### config.mk
export PLATFORM = sky130hd
export DESIGN_NAME = lsu_store_queue_flat
export DESIGN_NICKNAME = d
export VERILOG_FILES = /design/src/rtl/lsu_store_queue_pkg.sv /design/src/rtl/lsu_store_queue_if.sv /design/src/rtl/lsu_store_queue.sv /design/src/flat_wrapper.sv
export SDC_FILE = /design/constraint.sdc
export NUM_CORES = 1
export LEC_CHECK = 0
export CORE_MARGIN = 10
export CORE_UTILIZATION = 53
export CTS_BUF_LIST = sky130_fd_sc_hd__clkbuf_4
export CTS_CLUSTER_SIZE = 10
export DETAILED_ROUTE_END_ITERATION = 12
export PLACE_DENSITY_LB_ADDON = 0.08
export SLEW_MARGIN = 0
export SYNTH_ARGS = -nofsm -noshare
export SYNTH_HDL_FRONTEND = slang
export SYNTH_SLANG_ARGS = --single-unit
### constraint.sdc
create_clock -name clk_i -period 16.6 [get_ports clk_i]
set_input_delay 4.15 -clock clk_i [delete_from_list [all_inputs] [get_ports clk_i]]
set_output_delay 4.15 -clock clk_i [all_outputs]
set_load 0.01 [all_outputs]
### src/rtl/lsu_store_queue_pkg.sv
// Payload types shared by the LSU store request queue, its interface and its bench.
package lsu_store_queue_pkg;

    localparam int unsigned VLEN          = 64;
    localparam int unsigned XLEN          = 64;
    localparam int unsigned BE_W          = XLEN / 8;
    localparam int unsigned TRANS_ID_BITS = 3;

    typedef enum logic [3:0] {
        OP_SB       = 4'd0,
        OP_SH       = 4'd1,
        OP_SW       = 4'd2,
        OP_SD       = 4'd3,
        OP_AMO_LR   = 4'd4,
        OP_AMO_SC   = 4'd5,
        OP_AMO_SWAP = 4'd6,
        OP_AMO_ADD  = 4'd7,
        OP_AMO_AND  = 4'd8,
        OP_AMO_OR   = 4'd9,
        OP_AMO_XOR  = 4'd10,
        OP_AMO_MAX  = 4'd11,
        OP_AMO_MIN  = 4'd12
    } fu_op_e;

    typedef struct packed {
        logic [VLEN-1:0]          vaddr;
        logic [XLEN-1:0]          data;
        logic [BE_W-1:0]          be;
        fu_op_e                   operation;
        logic [TRANS_ID_BITS-1:0] trans_id;
    } lsu_ctrl_t;

endpackage

### src/rtl/lsu_store_queue_if.sv
// Handshake bundle between issue, the store request queue and store_unit.
interface lsu_store_queue_if;
    import lsu_store_queue_pkg::*;

    logic      valid_i;
    lsu_ctrl_t lsu_ctrl_i;
    logic      ready_o;
    logic      valid_o;
    lsu_ctrl_t lsu_ctrl_o;
    logic      pop_i;

    modport master (
        output valid_i, lsu_ctrl_i, pop_i,
        input  ready_o, valid_o, lsu_ctrl_o
    );

    modport slave (
        input  valid_i, lsu_ctrl_i, pop_i,
        output ready_o, valid_o, lsu_ctrl_o
    );

endinterface

### src/rtl/lsu_store_queue.sv
// FIFO of store/AMO requests feeding store_unit; head is held until popped.
// Optional zero-latency bypass of an empty queue: define LSU_STORE_QUEUE_BYPASS_EN.
module lsu_store_queue
    import lsu_store_queue_pkg::*;
#(
    parameter  int unsigned DEPTH = 2,
    localparam int unsigned CNT_W = $clog2(DEPTH + 1)
) (
    input  logic               clk_i,
    input  logic               rst_i,
    input  logic               flush_i,
    lsu_store_queue_if.slave   sq,
    output logic [CNT_W-1:0]   count_o,
    output logic               empty_o
);

    localparam int unsigned PTR_W = $clog2(DEPTH);

    lsu_ctrl_t        mem_q [DEPTH];
    lsu_ctrl_t        mem_d [DEPTH];
    logic [PTR_W-1:0] rd_ptr_q, rd_ptr_d;
    logic [PTR_W-1:0] wr_ptr_q, wr_ptr_d;
    logic [CNT_W-1:0] count_q, count_d;

    logic empty_c;
    logic full_c;
    logic push_c;
    logic pop_c;
    logic write_c;
    logic retire_c;

    // Status and head presentation; ready depends on registered fill level only.
    always_comb begin
        empty_c       = (count_q == '0);
        full_c        = (count_q == CNT_W'(DEPTH));
        sq.ready_o    = ~full_c;
        count_o       = count_q;
        empty_o       = empty_c;
`ifdef LSU_STORE_QUEUE_BYPASS_EN
        sq.valid_o    = ~empty_c | (sq.valid_i & ~flush_i);
        sq.lsu_ctrl_o = empty_c ? sq.lsu_ctrl_i : mem_q[rd_ptr_q];
`else
        sq.valid_o    = ~empty_c;
        sq.lsu_ctrl_o = mem_q[rd_ptr_q];
`endif
    end

    // Accepted transfers; a bypassed request consumed in the same cycle never touches storage.
    always_comb begin
        push_c   = sq.valid_i & ~full_c & ~flush_i;
        pop_c    = sq.pop_i & sq.valid_o & ~flush_i;
        retire_c = pop_c & ~empty_c;
`ifdef LSU_STORE_QUEUE_BYPASS_EN
        write_c  = push_c & ~(pop_c & empty_c);
`else
        write_c  = push_c;
`endif
    end

    always_comb begin
        mem_d    = mem_q;
        rd_ptr_d = rd_ptr_q;
        wr_ptr_d = wr_ptr_q;
        count_d  = count_q;
        if (flush_i) begin
            rd_ptr_d = '0;
            wr_ptr_d = '0;
            count_d  = '0;
        end else begin
            if (write_c) begin
                mem_d[wr_ptr_q] = sq.lsu_ctrl_i;
                wr_ptr_d        = wr_ptr_q + PTR_W'(1);
            end
            if (retire_c) begin
                rd_ptr_d = rd_ptr_q + PTR_W'(1);
            end
            unique case ({write_c, retire_c})
                2'b10:   count_d = count_q + CNT_W'(1);
                2'b01:   count_d = count_q - CNT_W'(1);
                default: count_d = count_q;
            endcase
        end
    end

    always_ff @(posedge clk_i) begin
        if (rst_i) begin
            rd_ptr_q <= '0;
            wr_ptr_q <= '0;
            count_q  <= '0;
        end else begin
            rd_ptr_q <= rd_ptr_d;
            wr_ptr_q <= wr_ptr_d;
            count_q  <= count_d;
        end
    end

    // Payload storage carries no reset; only the pointers define what is live.
    always_ff @(posedge clk_i) begin
        mem_q <= mem_d;
    end

    a_count_bound : assert property (@(posedge clk_i) disable iff (rst_i)
        count_q <= CNT_W'(DEPTH));

    // store_unit re-reads the head during its wait states, so it must not move until popped.
    a_head_hold : assert property (@(posedge clk_i) disable iff (rst_i)
        (sq.valid_o && !sq.pop_i && !flush_i) |=> (sq.valid_o && $stable(sq.lsu_ctrl_o)));

endmodule

### src/flat_wrapper.sv
// flat-port wrapper written by rule: the top's interface ports become plain ports
module lsu_store_queue_flat import lsu_store_queue_pkg::*;
#(
    parameter  int unsigned DEPTH = 2,
    localparam int unsigned CNT_W = $clog2(DEPTH + 1)
)
  (clk_i, rst_i, flush_i, count_o, empty_o, sq_valid_i, sq_lsu_ctrl_i, sq_pop_i, sq_ready_o, sq_valid_o, sq_lsu_ctrl_o);
  lsu_store_queue_if sq_i ();
  input  logic clk_i;
  input  logic rst_i;
  input  logic flush_i;
  output logic [CNT_W-1:0] count_o;
  output logic empty_o;
  input wire logic [$bits(sq_i.valid_i)-1:0] sq_valid_i;
  input wire logic [$bits(sq_i.lsu_ctrl_i)-1:0] sq_lsu_ctrl_i;
  input wire logic [$bits(sq_i.pop_i)-1:0] sq_pop_i;
  output wire logic [$bits(sq_i.ready_o)-1:0] sq_ready_o;
  output wire logic [$bits(sq_i.valid_o)-1:0] sq_valid_o;
  output wire logic [$bits(sq_i.lsu_ctrl_o)-1:0] sq_lsu_ctrl_o;
  assign sq_i.valid_i = sq_valid_i;
  assign sq_i.lsu_ctrl_i = sq_lsu_ctrl_i;
  assign sq_i.pop_i = sq_pop_i;
  assign sq_ready_o = sq_i.ready_o;
  assign sq_valid_o = sq_i.valid_o;
  assign sq_lsu_ctrl_o = sq_i.lsu_ctrl_o;
  lsu_store_queue #(.DEPTH(DEPTH)) u_core (.clk_i(clk_i), .rst_i(rst_i), .flush_i(flush_i), .sq(sq_i), .count_o(count_o), .empty_o(empty_o));
endmodule
==> metrics.cfg, run 1 <==
[global_route]
grt_overflow = 0
largest_net_degree_at_the_start_of_global_routing = 83
number_of_antenna_violations_at_the_first_check_in_global_routing = 4
grt_first_pass_wirelength_microns = 35670
first_global_vias = 6291
globalRouteTotalUtil = 0.1795

[placed_design]
dpl.hpwl_microns = 16300
final_estimated_routing_congestion_in_global_placement = 0.7705
portBuffers = 295
post_dp_cell_area_sq_mm = 0.01375
place_worst_setup_slack_ns = 9.453

[yosys]
netlist-cell-type-count = 18
syn-cell-area_sq_mm = 0.01053
synth.top_cell.area_share = 0.8156
yosys_warnings = 0
yosysTopAreaCell = sky130_fd_sc_hd__edfxtp_1
postSynthRegisterBits = 290
synth_cells = 471
mappedNetlistNets = 620
yosys-top-cells-area = sky130_fd_sc_hd__edfxtp_1, sky130_fd_sc_hd__mux2_2, sky130_fd_sc_hd__dfxtp_1, sky130_fd_sc_hd__buf_6, sky130_fd_sc_hd__buf_2
synth_area_per_cell_sq_um = 22.36
ys_seq_area_frac = 0.8232

[worst_hold_path]
holdCritPathClass = register to register
min_to = u_core.count_o[1]$_SDFFE_PP0P_
timing.hold.worst_path_depth = 2
hp-start = u_core.count_o[1]$_SDFFE_PP0P_

[worst_setup_path]
path_max_fanout = 74
critPathCaptureType = primary output
regToRegEndpoint = u_core.mem_q[107]$_DFFE_PP_
cp.buffers_inverters = 2
crit_family = buffers and inverters
r2r-start = u_core.count_o[0]$_SDFFE_PP0P_
series_of_cell_instances_along_the_critical_path = buf_4, mux2_2, clkdlybuf4s50_1
worst-r2r-cell-count = 5
worst_ep_required_time_ns = 12.45
worstSetupPathType = register to primary output
startpoint_type = register
cp_max_stage_cell = sky130_fd_sc_hd__dfxtp_4
critical-path-max-stage-delay_ns = 0.97
reg2reg_slack_ns = 13.47
critPathArrivalTime_ns = 3.51

[timing]
worstMarginPinSlew_ns = 1.100
timing.final.ws_setup_ns = 8.940
fmax_mhz = 130.5
timing.final.hold_violations = 0
whs_ns = 0.5878
setup-violations-final = 0
fin_crit_ns = 7.660
max-slew-margin-rel = 0.2664
period_share = 0.4615
slew_viol_final = 0
grt_setup_unrepaired = no
fin_tns_setup_ns = 0
fin_skew_ns = 0.04040

[clock_tree]
cts_setup_buffers = 0
cts.clk_slew.worst_paths_ns = 0.06
cts.path.max_buffers = 3
clock_insertion_delay_worst_skew_ns = 0.65
cts-resized-gates = 0
cts_tree = yes
holdBufCountCts = 0
htree_levels = 3
numClockSinks = 290
cts.root.buffer_cell = sky130_fd_sc_hd__clkbuf_4
tritoncts.num_buffers = 72

[cells_and_area]
fin_nets = 978
post_route_cells_drive_above_1_share = 0.2991
fill_cells = 1237
area_delta_synth_final_pct = 39.06
postLayoutCellArea_sq_mm = 0.01464
final_util = 0.7499

[floorplan]
design.portCount = 296
fp-row-count = 51
initial_utilization = 0.5393
die_w_microns = 161.0
die-area_sq_mm = 0.02591
area_of_the_core_sq_mm = 0.01953
die-height_microns = 161.0

[job]
maxCapViolations = 0

[pwr]
power_density_mw_per_mm2 = 103.5
leakagePower_nw = 4.933
ir_worst_vdd_mv = 0.06638

[route]
detail-route-antenna-nets = 0
drcViolationCount = 0
detailedRoute.firstIterationViolations = 415
dr.pass1.iters = 4
detailed_route_wl_microns = 24000
vias = 5691
route.detailed.wl_per_inst_microns = 20.96
vias_per_cell = 4.970

[status]
status = complete, no violations

[layer usage]
layer | vias up | wire [microns] | global-route usage
li1 | 2635 | - | -
met1 | 2788 | 9244 | 0.2006
met2 | 242 | 12100 | 0.2938
met3 | 26 | 2283 | 0.08384
met4 | 0 | 375 | 0.06865
met5 | - | 0 | 0
[power breakdown]
group / switching, mW / internal, mW
clock network: 0.255 / 0.310
registers: 0.00540 / 0.828
logic: 0.0462 / 0.0713
total: 0.306 / 1.21
[through the flow]
stage,instances,power [mW]
finish,1145,1.516
global route,1144,1.587
CTS,1141,1.539
detailed placement,1020,0.9680
global placement,1020,0.9642
floorplan,471,0.8881
[flip-flops by register name, summed over array words and instances (netlist names)]
signal           flops
u_core.mem_q       286
u_core.count_o       2
u_core.wr_ptr_q      1
u_core.rd_ptr_q      1
[synthesized netlist by cell type]
| library cell | number |
|---|---|
| sky130_fd_sc_hd__edfxtp_1 | 286 |
| sky130_fd_sc_hd__mux2_2 | 143 |
| sky130_fd_sc_hd__buf_2 | 9 |
| sky130_fd_sc_hd__buf_6 | 7 |
| sky130_fd_sc_hd__nor2_1 | 6 |
| sky130_fd_sc_hd__dfxtp_1 | 4 |
| sky130_fd_sc_hd__a21oi_1 | 2 |
| sky130_fd_sc_hd__inv_1 | 2 |
| sky130_fd_sc_hd__o21ai_0 | 2 |
| sky130_fd_sc_hd__xor2_1 | 2 |
| sky130_fd_sc_hd__a21o_1 | 1 |
| sky130_fd_sc_hd__ha_1 | 1 |
| sky130_fd_sc_hd__nand2b_1 | 1 |
| sky130_fd_sc_hd__nand3_1 | 1 |
| sky130_fd_sc_hd__nand3b_1 | 1 |
| sky130_fd_sc_hd__or2_2 | 1 |
| sky130_fd_sc_hd__or3_1 | 1 |
| sky130_fd_sc_hd__xnor2_1 | 1 |
[worst min-delay path, stage by stage (launching register included)]
cell	delay (ns)
sky130_fd_sc_hd__dfxtp_1	0.37
sky130_fd_sc_hd__o21ai_0	0.10
sky130_fd_sc_hd__a21oi_1	0.07
[how the worst max path moves through the flow]
stage,from,end,slack (ns),depth (start not counted)
2_1_floorplan,flush_i,u_core.mem_q[0]$_DFFE_PP_,5.66,2
3_3_place_gp,sq_valid_i,u_core.mem_q[163]$_DFFE_PP_,9.52,5
3_5_place_dp,sq_valid_i,u_core.mem_q[219]$_DFFE_PP_,9.45,5
4_1_cts,u_core.rd_ptr_q$_SDFFE_PP0P_,sq_lsu_ctrl_o[79],8.90,3
5_1_grt,u_core.rd_ptr_q$_SDFFE_PP0P_,sq_lsu_ctrl_o[107],8.72,3
6_report,u_core.rd_ptr_q$_SDFFE_PP0P_,sq_lsu_ctrl_o[107],8.94,3
[cells by family (layout without fill, tap and decap cells)]
family	count (synthesis)	after routing	synth area share
muxes	143	143	0.1529
adders and majority gates	1	1	0.001188
buffers and inverters	18	423	0.01248
DFF	290	290	0.8232
other	0	4	0
AOI/OAI and AO/OA	5	5	0.002614
xor gates and xnor gates	3	3	0.002496
and+or+nand+nor	11	11	0.005110
[final cells by class]
cell class	count	area (sq um)	share of cell area
Sequential cell	290	8672	0.5922
Timing Repair Buffer	300	2990	0.2042
Multi-Input combinational cell	163	1745	0.1192
Clock buffer	108	810.8	0.05537
Tap cell	265	331.6	0.02264
Clock inverter	13	75.07	0.005127
Antenna cell	4	10.01	0.0006836
Inverter	2	7.507	0.0005127
[placed cells by master (no fill, tap or decap)]
cell / synthesis / layout
sky130_fd_sc_hd__xor2_1: 2 / 2
sky130_fd_sc_hd__diode_2: 0 / 4
sky130_fd_sc_hd__nor2_1: 6 / 4
sky130_fd_sc_hd__mux2_2: 143 / 143
sky130_fd_sc_hd__nand3_1: 1 / 1
sky130_fd_sc_hd__dfxtp_1: 4 / 3
sky130_fd_sc_hd__bufinv_16: 0 / 1
sky130_fd_sc_hd__nand2b_1: 1 / 1
sky130_fd_sc_hd__a21o_1: 1 / 1
sky130_fd_sc_hd__or2_2: 1 / 1
sky130_fd_sc_hd__xnor2_1: 1 / 1
sky130_fd_sc_hd__nand3b_1: 1 / 1
sky130_fd_sc_hd__dfxtp_4: 0 / 1
sky130_fd_sc_hd__clkdlybuf4s50_1: 0 / 295
sky130_fd_sc_hd__clkbuf_4: 0 / 108
sky130_fd_sc_hd__edfxtp_1: 286 / 286
sky130_fd_sc_hd__inv_1: 2 / 2
sky130_fd_sc_hd__ha_1: 1 / 1
sky130_fd_sc_hd__a21oi_1: 2 / 2
sky130_fd_sc_hd__nor2_4: 0 / 2
sky130_fd_sc_hd__o21ai_0: 2 / 2
sky130_fd_sc_hd__inv_2: 0 / 1
sky130_fd_sc_hd__or3_1: 1 / 1
sky130_fd_sc_hd__clkinv_1: 0 / 11
sky130_fd_sc_hd__buf_4: 0 / 5
Power figures use the tool's default switching activity.
==> run 2, diff against run 1 <==
--- a/config.mk
+++ b/config.mk
@@ -6,7 +6,7 @@
 export NUM_CORES = 1
 export LEC_CHECK = 0
 export CORE_MARGIN = 10
-export CORE_UTILIZATION = 53
+export CORE_UTILIZATION = 45
 export CTS_BUF_LIST = sky130_fd_sc_hd__clkbuf_4
 export CTS_CLUSTER_SIZE = 10
 export DETAILED_ROUTE_END_ITERATION = 12
==> constraint.sdc (replaced) <==
create_clock -name clk_i -period 6.22 [get_ports clk_i]
set_input_delay 1.555 -clock clk_i [delete_from_list [all_inputs] [get_ports clk_i]]
set_output_delay 1.555 -clock clk_i [all_outputs]
set_load 0.01 [all_outputs]
==> run 2 against run 1 <==
Effect of this change: non-clock buffer count shrank 1; critical path depth did not move; clock skew down 0.012 ns; flip-flop and latch count stayed put; first-iteration DRC count down 27%; cell count increased by 3.6%; die area up 15%; worst setup slack worse by 7.5 ns; largest cell class unchanged.
==> metrics.cfg, run 2 (synthesized netlist as in run 1, its figures left out) <==
[floorplan]
area_of_the_core_sq_mm = 0.02285  ; was 0.01953 sq mm
die-height_microns = 173.0  ; was 161.0 microns
fp-row-count = 55  ; was 51
die_w_microns = 173.0  ; was 161.0 microns
initial_utilization = 0.4609  ; was 0.5393
design.portCount = 296  ; unchanged
die-area_sq_mm = 0.02992  ; was 0.02591 sq mm

[cells_and_area]
post_route_cells_drive_above_1_share = 0.2997  ; was 0.2991
largest_register_ffs = 286  ; unchanged
area_occupied_by_multi_input_gates_sq_mm = 0.001745  ; unchanged
largest_register_by_flop_count = u_core.mem_q  ; unchanged
fin_nets = 979  ; was 978
fill_cells = 1653  ; was 1,237
layout.cells.most_common = sky130_fd_sc_hd__clkdlybuf4s50_1  ; unchanged
seqCellArea_sq_mm = 0.008672  ; unchanged
mostFrequentLayoutCells = sky130_fd_sc_hd__clkdlybuf4s50_1, sky130_fd_sc_hd__edfxtp_1, sky130_fd_sc_hd__mux2_2  ; unchanged
area_delta_synth_final_pct = 40.23  ; was 39.06%

[clock_tree]
htree_levels = 3  ; unchanged
cts.clk_slew.worst_paths_ns = 0.06  ; about the same
cts.path.max_buffers = 3  ; unchanged
clock_insertion_delay_worst_skew_ns = 0.63  ; was 0.65 ns
cts.root.buffer_cell = sky130_fd_sc_hd__clkbuf_4  ; unchanged
cts-resized-gates = 0  ; unchanged
holdBufCountCts = 0  ; unchanged
tritoncts.num_buffers = 74  ; was 72
numClockSinks = 290  ; unchanged
cts_tree = yes  ; unchanged
cts_setup_buffers = 0  ; unchanged

[worst_setup_path]
startpoint_type = register  ; unchanged
worstSetupPathType = register to primary output  ; unchanged
critPathCaptureType = primary output  ; unchanged
path_max_fanout = 84  ; was 74
worst_ep_required_time_ns = 4.66  ; was 12.45 ns
worst-r2r-cell-count = 4  ; was 5
critPathArrivalTime_ns = 3.19  ; was 3.51 ns

[timing]
whs_ns = 0.5936  ; was 0.5878 ns
setup-violations-final = 0  ; unchanged
slew_viol_final = 0  ; unchanged
grt_setup_unrepaired = no  ; unchanged
worstMarginPinSlew_ns = 1.187  ; was 1.100 ns
fin_tns_setup_ns = 0  ; unchanged
fmax_mhz = 210.9
timing.final.hold_violations = 0  ; unchanged
fin_skew_ns = 0.02791  ; was 0.04040 ns
max-slew-margin-rel = 0.2087  ; was 0.2664
fin_crit_ns = 4.742
period_share = 0.7624

[route]
drcViolationCount = 0  ; unchanged
vias = 5712  ; was 5,691
route.detailed.wl_per_inst_microns = 20.83  ; was 20.96 microns
detail-route-antenna-nets = 0  ; unchanged
dr.pass1.iters = 4  ; unchanged
detailedRoute.firstIterationViolations = 302  ; was 415
detailed_route_wl_microns = 24700  ; was 24,000 microns
vias_per_cell = 4.816  ; was 4.970

[pwr]
power_frac_clock = 0.382  ; was 0.373
power_density_mw_per_mm2 = 278.2  ; was 103.5 mW/mm^2
sequentialPowerShare = 0.542  ; was 0.550
power.net_switching_uw = 815.8  ; was 306.3 uW
sw_frac_of_total = 0.1986  ; was 0.2020
p_comb_frac = 0.076  ; was 0.077
power.internal_mw = 3.292  ; was 1.210 mW
fin_total_pwr_mw = 4.107  ; was 1.516 mW
leakagePower_nw = 4.952  ; was 4.933 nW
ir_worst_vdd_mv = 0.1744  ; was 0.06638 mV

[worst_hold_path]
timing.hold.worst_path_depth = 2  ; unchanged
holdCritPathClass = register to register  ; unchanged

[global_route]
largest_net_degree_at_the_start_of_global_routing = 144  ; was 83
first_global_vias = 6470  ; was 6,291
globalRouteTotalUtil = 0.1603  ; was 0.1795
grt_first_pass_wirelength_microns = 37270  ; was 35,670 microns
number_of_antenna_violations_at_the_first_check_in_global_routing = 4  ; unchanged
grt_overflow = 0  ; unchanged

[placed_design]
portBuffers = 295  ; unchanged
dpl.hpwl_microns = 16570  ; was 16,300 microns
final_estimated_routing_congestion_in_global_placement = 0.7634  ; was 0.7705

[status]
status = complete, no violations  ; unchanged

[job]
maxCapViolations = 0  ; unchanged

-- run 2: cell types whose count changed in the layout (fill, tap and decap cells not counted), sizes merged --
cell,previous run,this run
buf,5,4
clkbuf,108,105
diode,4,2
clkinv,11,7
inv,3,4
bufinv,1,3
-- run 2: through the flow --
stage          instance area (sq um)  instances    util  worst slack, ns
2_1_floorplan                  10530        471       -           -2.122
3_3_place_gp                   13850       1067  0.6062            2.139
3_5_place_dp                   13850       1067  0.6062            2.122
4_1_cts                        14760       1184  0.6461            1.408
5_1_grt                        14770       1186  0.6463            1.289
6_report                       14770       1186  0.6463            1.478
-- run 2: metal layers --
layer	part of all wire	GRT usage
met1	0.39	0.1817
met2	0.49	0.2574
met3	0.10	0.07471
met4	0.018	0.06612
met5	0.0011	0
-- run 2: cell type report --
type	instances	share of cell area
sequential	290	0.5873
timing repair buffer	299	0.2054
multi-input combinational	163	0.1182
clock buffer	105	0.05338
tap	313	0.02652
clock inverter	12	0.008388
inverter	2	0.0005084
antenna	2	0.0003389
-- run 2: worst paths after layout --
check | to | from | slack, ns
max | sq_lsu_ctrl_o[136] | u_core.rd_ptr_q$_SDFFE_PP0P_ | 1.48
min | u_core.count_o[1]$_SDFFE_PP0P_ | u_core.count_o[1]$_SDFFE_PP0P_ | 0.59
max reg2reg | u_core.mem_q[34]$_DFFE_PP_ | u_core.count_o[0]$_SDFFE_PP0P_ | 3.88
min reg2reg | u_core.count_o[1]$_SDFFE_PP0P_ | u_core.count_o[1]$_SDFFE_PP0P_ | 0.59
-- run 2: power by group through the flow --
| stage | registers, mW | logic [mW] | clock network [mW] |
|---|---|---|---|
| 6_report | 2.23 | 0.312 | 1.57 |
| 5_1_grt | 2.23 | 0.333 | 1.72 |
| 4_1_cts | 2.23 | 0.318 | 1.63 |
| 3_5_place_dp | 2.27 | 0.315 | 0 |
| 3_3_place_gp | 2.27 | 0.309 | 0 |
| 2_1_floorplan | 2.27 | 0.0965 | 0 |
-- run 2: worst max-delay path, stage by stage (launching register included) --
cell	delay [ns]
sky130_fd_sc_hd__dfxtp_4	1.10
sky130_fd_sc_hd__buf_12	0.39
sky130_fd_sc_hd__mux2_2	0.42
sky130_fd_sc_hd__clkdlybuf4s50_1	0.51
==> run 3, diff against run 2 <==
==> constraint.sdc (replaced) <==
create_clock -name clk_i -period 3.9 [get_ports clk_i]
set_input_delay 0.975 -clock clk_i [delete_from_list [all_inputs] [get_ports clk_i]]
set_output_delay 0.975 -clock clk_i [all_outputs]
set_load 0.01 [all_outputs]
==> run 3 against run 2 <==
Effect of this change: clock-buffer cell count is 7 higher; non-clock buffer count rose by 2; sequential share of layout area is 0.35 points lower; via count up 0.25%.
==> metrics.cfg, run 3 (synthesized netlist as in run 1, its figures left out) <==
[cells_and_area]
largest_register_by_flop_count = u_core.mem_q  ; unchanged
largest_register_ffs = 286  ; unchanged
fin_nets = 981  ; was 979
mostFrequentLayoutCells = sky130_fd_sc_hd__clkdlybuf4s50_1, sky130_fd_sc_hd__edfxtp_1, sky130_fd_sc_hd__mux2_2  ; unchanged
area_delta_synth_final_pct = 41.06  ; was 40.23%
layout.cells.most_common = sky130_fd_sc_hd__clkdlybuf4s50_1  ; unchanged
final_util = 0.6502  ; was 0.6463
post_route_cells_drive_above_1_share = 0.3094  ; was 0.2997

[clock_tree]
cts_setup_buffers = 0  ; unchanged
clock_insertion_delay_worst_skew_ns = 0.64  ; was 0.63 ns
holdBufCountCts = 0  ; unchanged
cts_tree = yes  ; unchanged
numClockSinks = 290  ; unchanged
cts.root.buffer_cell = sky130_fd_sc_hd__clkbuf_4  ; unchanged
cts-resized-gates = 0  ; unchanged
tritoncts.num_buffers = 74  ; unchanged
htree_levels = 3  ; unchanged
cts.clk_slew.worst_paths_ns = 0.07  ; was 0.06 ns
cts.path.max_buffers = 3  ; unchanged

[worst_setup_path]
critPathArrivalTime_ns = 2.42  ; was 3.19 ns
critPathCaptureType = primary output  ; unchanged
worst_ep_required_time_ns = 2.92  ; was 4.66 ns
path_max_fanout = 102  ; was 84
worstSetupPathType = register to primary output  ; unchanged
startpoint_type = register  ; unchanged

[job]
maxCapViolations = 0  ; unchanged

[global_route]
number_of_antenna_violations_at_the_first_check_in_global_routing = 6  ; was 4
largest_net_degree_at_the_start_of_global_routing = 112  ; was 144
first_global_vias = 6533  ; was 6,470
globalRouteTotalUtil = 0.1575  ; was 0.1603
grt_overflow = 0  ; unchanged
grt_first_pass_wirelength_microns = 36630  ; was 37,270 microns

[route]
route.detailed.wl_per_inst_microns = 20.49  ; was 20.83 microns
detail-route-antenna-nets = 0  ; unchanged
drcViolationCount = 0  ; unchanged
detailed_route_wl_microns = 24470  ; was 24,700 microns
vias = 5726  ; was 5,712
detailedRoute.firstIterationViolations = 266  ; was 302
vias_per_cell = 4.796  ; was 4.816
dr.pass1.iters = 4  ; unchanged

[floorplan]
die-height_microns = 173.0  ; unchanged
initial_utilization = 0.4609  ; unchanged
die_w_microns = 173.0  ; unchanged
fp-row-count = 55  ; unchanged
die-area_sq_mm = 0.02992  ; unchanged
design.portCount = 296  ; unchanged
area_of_the_core_sq_mm = 0.02285  ; unchanged

[status]
status = complete, no violations  ; unchanged

[timing]
timing.final.hold_violations = 0  ; unchanged
grt_setup_unrepaired = no  ; unchanged
fmax_mhz = 294.9
period_share = 0.8696
worstMarginPinSlew_ns = 0.6454  ; was 1.187 ns
setup-violations-final = 0  ; unchanged
whs_ns = 0.5883  ; was 0.5936 ns
max-slew-margin-rel = 0.5698  ; was 0.2087
fin_crit_ns = 3.391
slew_viol_final = 0  ; unchanged
fin_skew_ns = 0.02463  ; was 0.02791 ns

[pwr]
p_comb_frac = 0.075  ; was 0.076
power.internal_mw = 5.390  ; was 3.292 mW
leakagePower_nw = 5.001  ; was 4.952 nW
power.net_switching_mw = 1.327  ; was 815.8 uW
power_frac_clock = 0.397  ; was 0.382
power_density_mw_per_mm2 = 452.2  ; was 278.2 mW/mm^2
sequentialPowerShare = 0.528  ; was 0.542
sw_frac_of_total = 0.1976  ; was 0.1986
ir_worst_vdd_mv = 0.2342  ; was 0.1744 mV

[worst_hold_path]
holdCritPathClass = register to register  ; unchanged

[placed_design]
portBuffers = 295  ; unchanged
final_estimated_routing_congestion_in_global_placement = 0.7540  ; was 0.7634
dpl.hpwl_microns = 16350  ; was 16,570 microns

run 3: per-layer routing:
metal,global-route usage,up-vias,part of all wire
met4,0.05354,4,0.013
met1,0.1749,2782,0.39
li1,-,2657,-
met2,0.2607,253,0.49
met5,0,-,0.0014
met3,0.07536,30,0.099
run 3: stage by stage:
stage / area, sq um / power (mW) / TNS [ns] / setup slack, ns / std cells
after floorplan: 10540 / 3.771 / -421.06 / -1.472 / 471
after global placement: 13860 / 4.106 / 0 / 1.057 / 1069
after detailed placement: 13860 / 4.121 / 0 / 1.034 / 1069
after CTS: 14840 / 6.832 / 0 / 0.4272 / 1189
after global routing: 14850 / 7.023 / 0 / 0.4003 / 1191
final: 14850 / 6.717 / 0 / 0.5087 / 1194
run 3: path summary, 6_finish.rpt:
check / endpoint / startpoint / slack (ns) / cells past startpoint
max: sq_lsu_ctrl_o[124] / u_core.rd_ptr_q$_SDFFE_PP0P_ / 0.51 / 3
min: u_core.count_o[1]$_SDFFE_PP0P_ / u_core.count_o[1]$_SDFFE_PP0P_ / 0.59 / 2
max reg2reg: u_core.mem_q[93]$_DFFE_PP_ / u_core.count_o[0]$_SDFFE_PP0P_ / 1.84 / 4
min reg2reg: u_core.count_o[1]$_SDFFE_PP0P_ / u_core.count_o[1]$_SDFFE_PP0P_ / 0.59 / 2
run 3: cell type report:
class / count / area, sq um
Multi-Input combinational cell: 163 / 1745
Inverter: 2 / 7.507
Tap cell: 313 / 391.6
Clock inverter: 8 / 136.4
Timing Repair Buffer: 301 / 3048
Sequential cell: 290 / 8672
Clock buffer: 112 / 840.8
Antenna cell: 5 / 12.51
Fill cell: 1629 / 7993
run 3: power groups by stage:
stage / Clock, mW / Sequential (mW) / Combinational [mW]
6_report: 2.67 / 3.54 / 0.504
5_1_grt: 2.94 / 3.55 / 0.537
4_1_cts: 2.77 / 3.54 / 0.514
3_5_place_dp: 0 / 3.61 / 0.510
3_3_place_gp: 0 / 3.61 / 0.500
2_1_floorplan: 0 / 3.62 / 0.154
run 3: critical path, cell delays in order (launching register included):
cell                              delay, ns
sky130_fd_sc_hd__dfxtp_4               0.36
sky130_fd_sc_hd__buf_12                0.44
sky130_fd_sc_hd__mux2_2                0.43
sky130_fd_sc_hd__clkdlybuf4s50_1       0.50
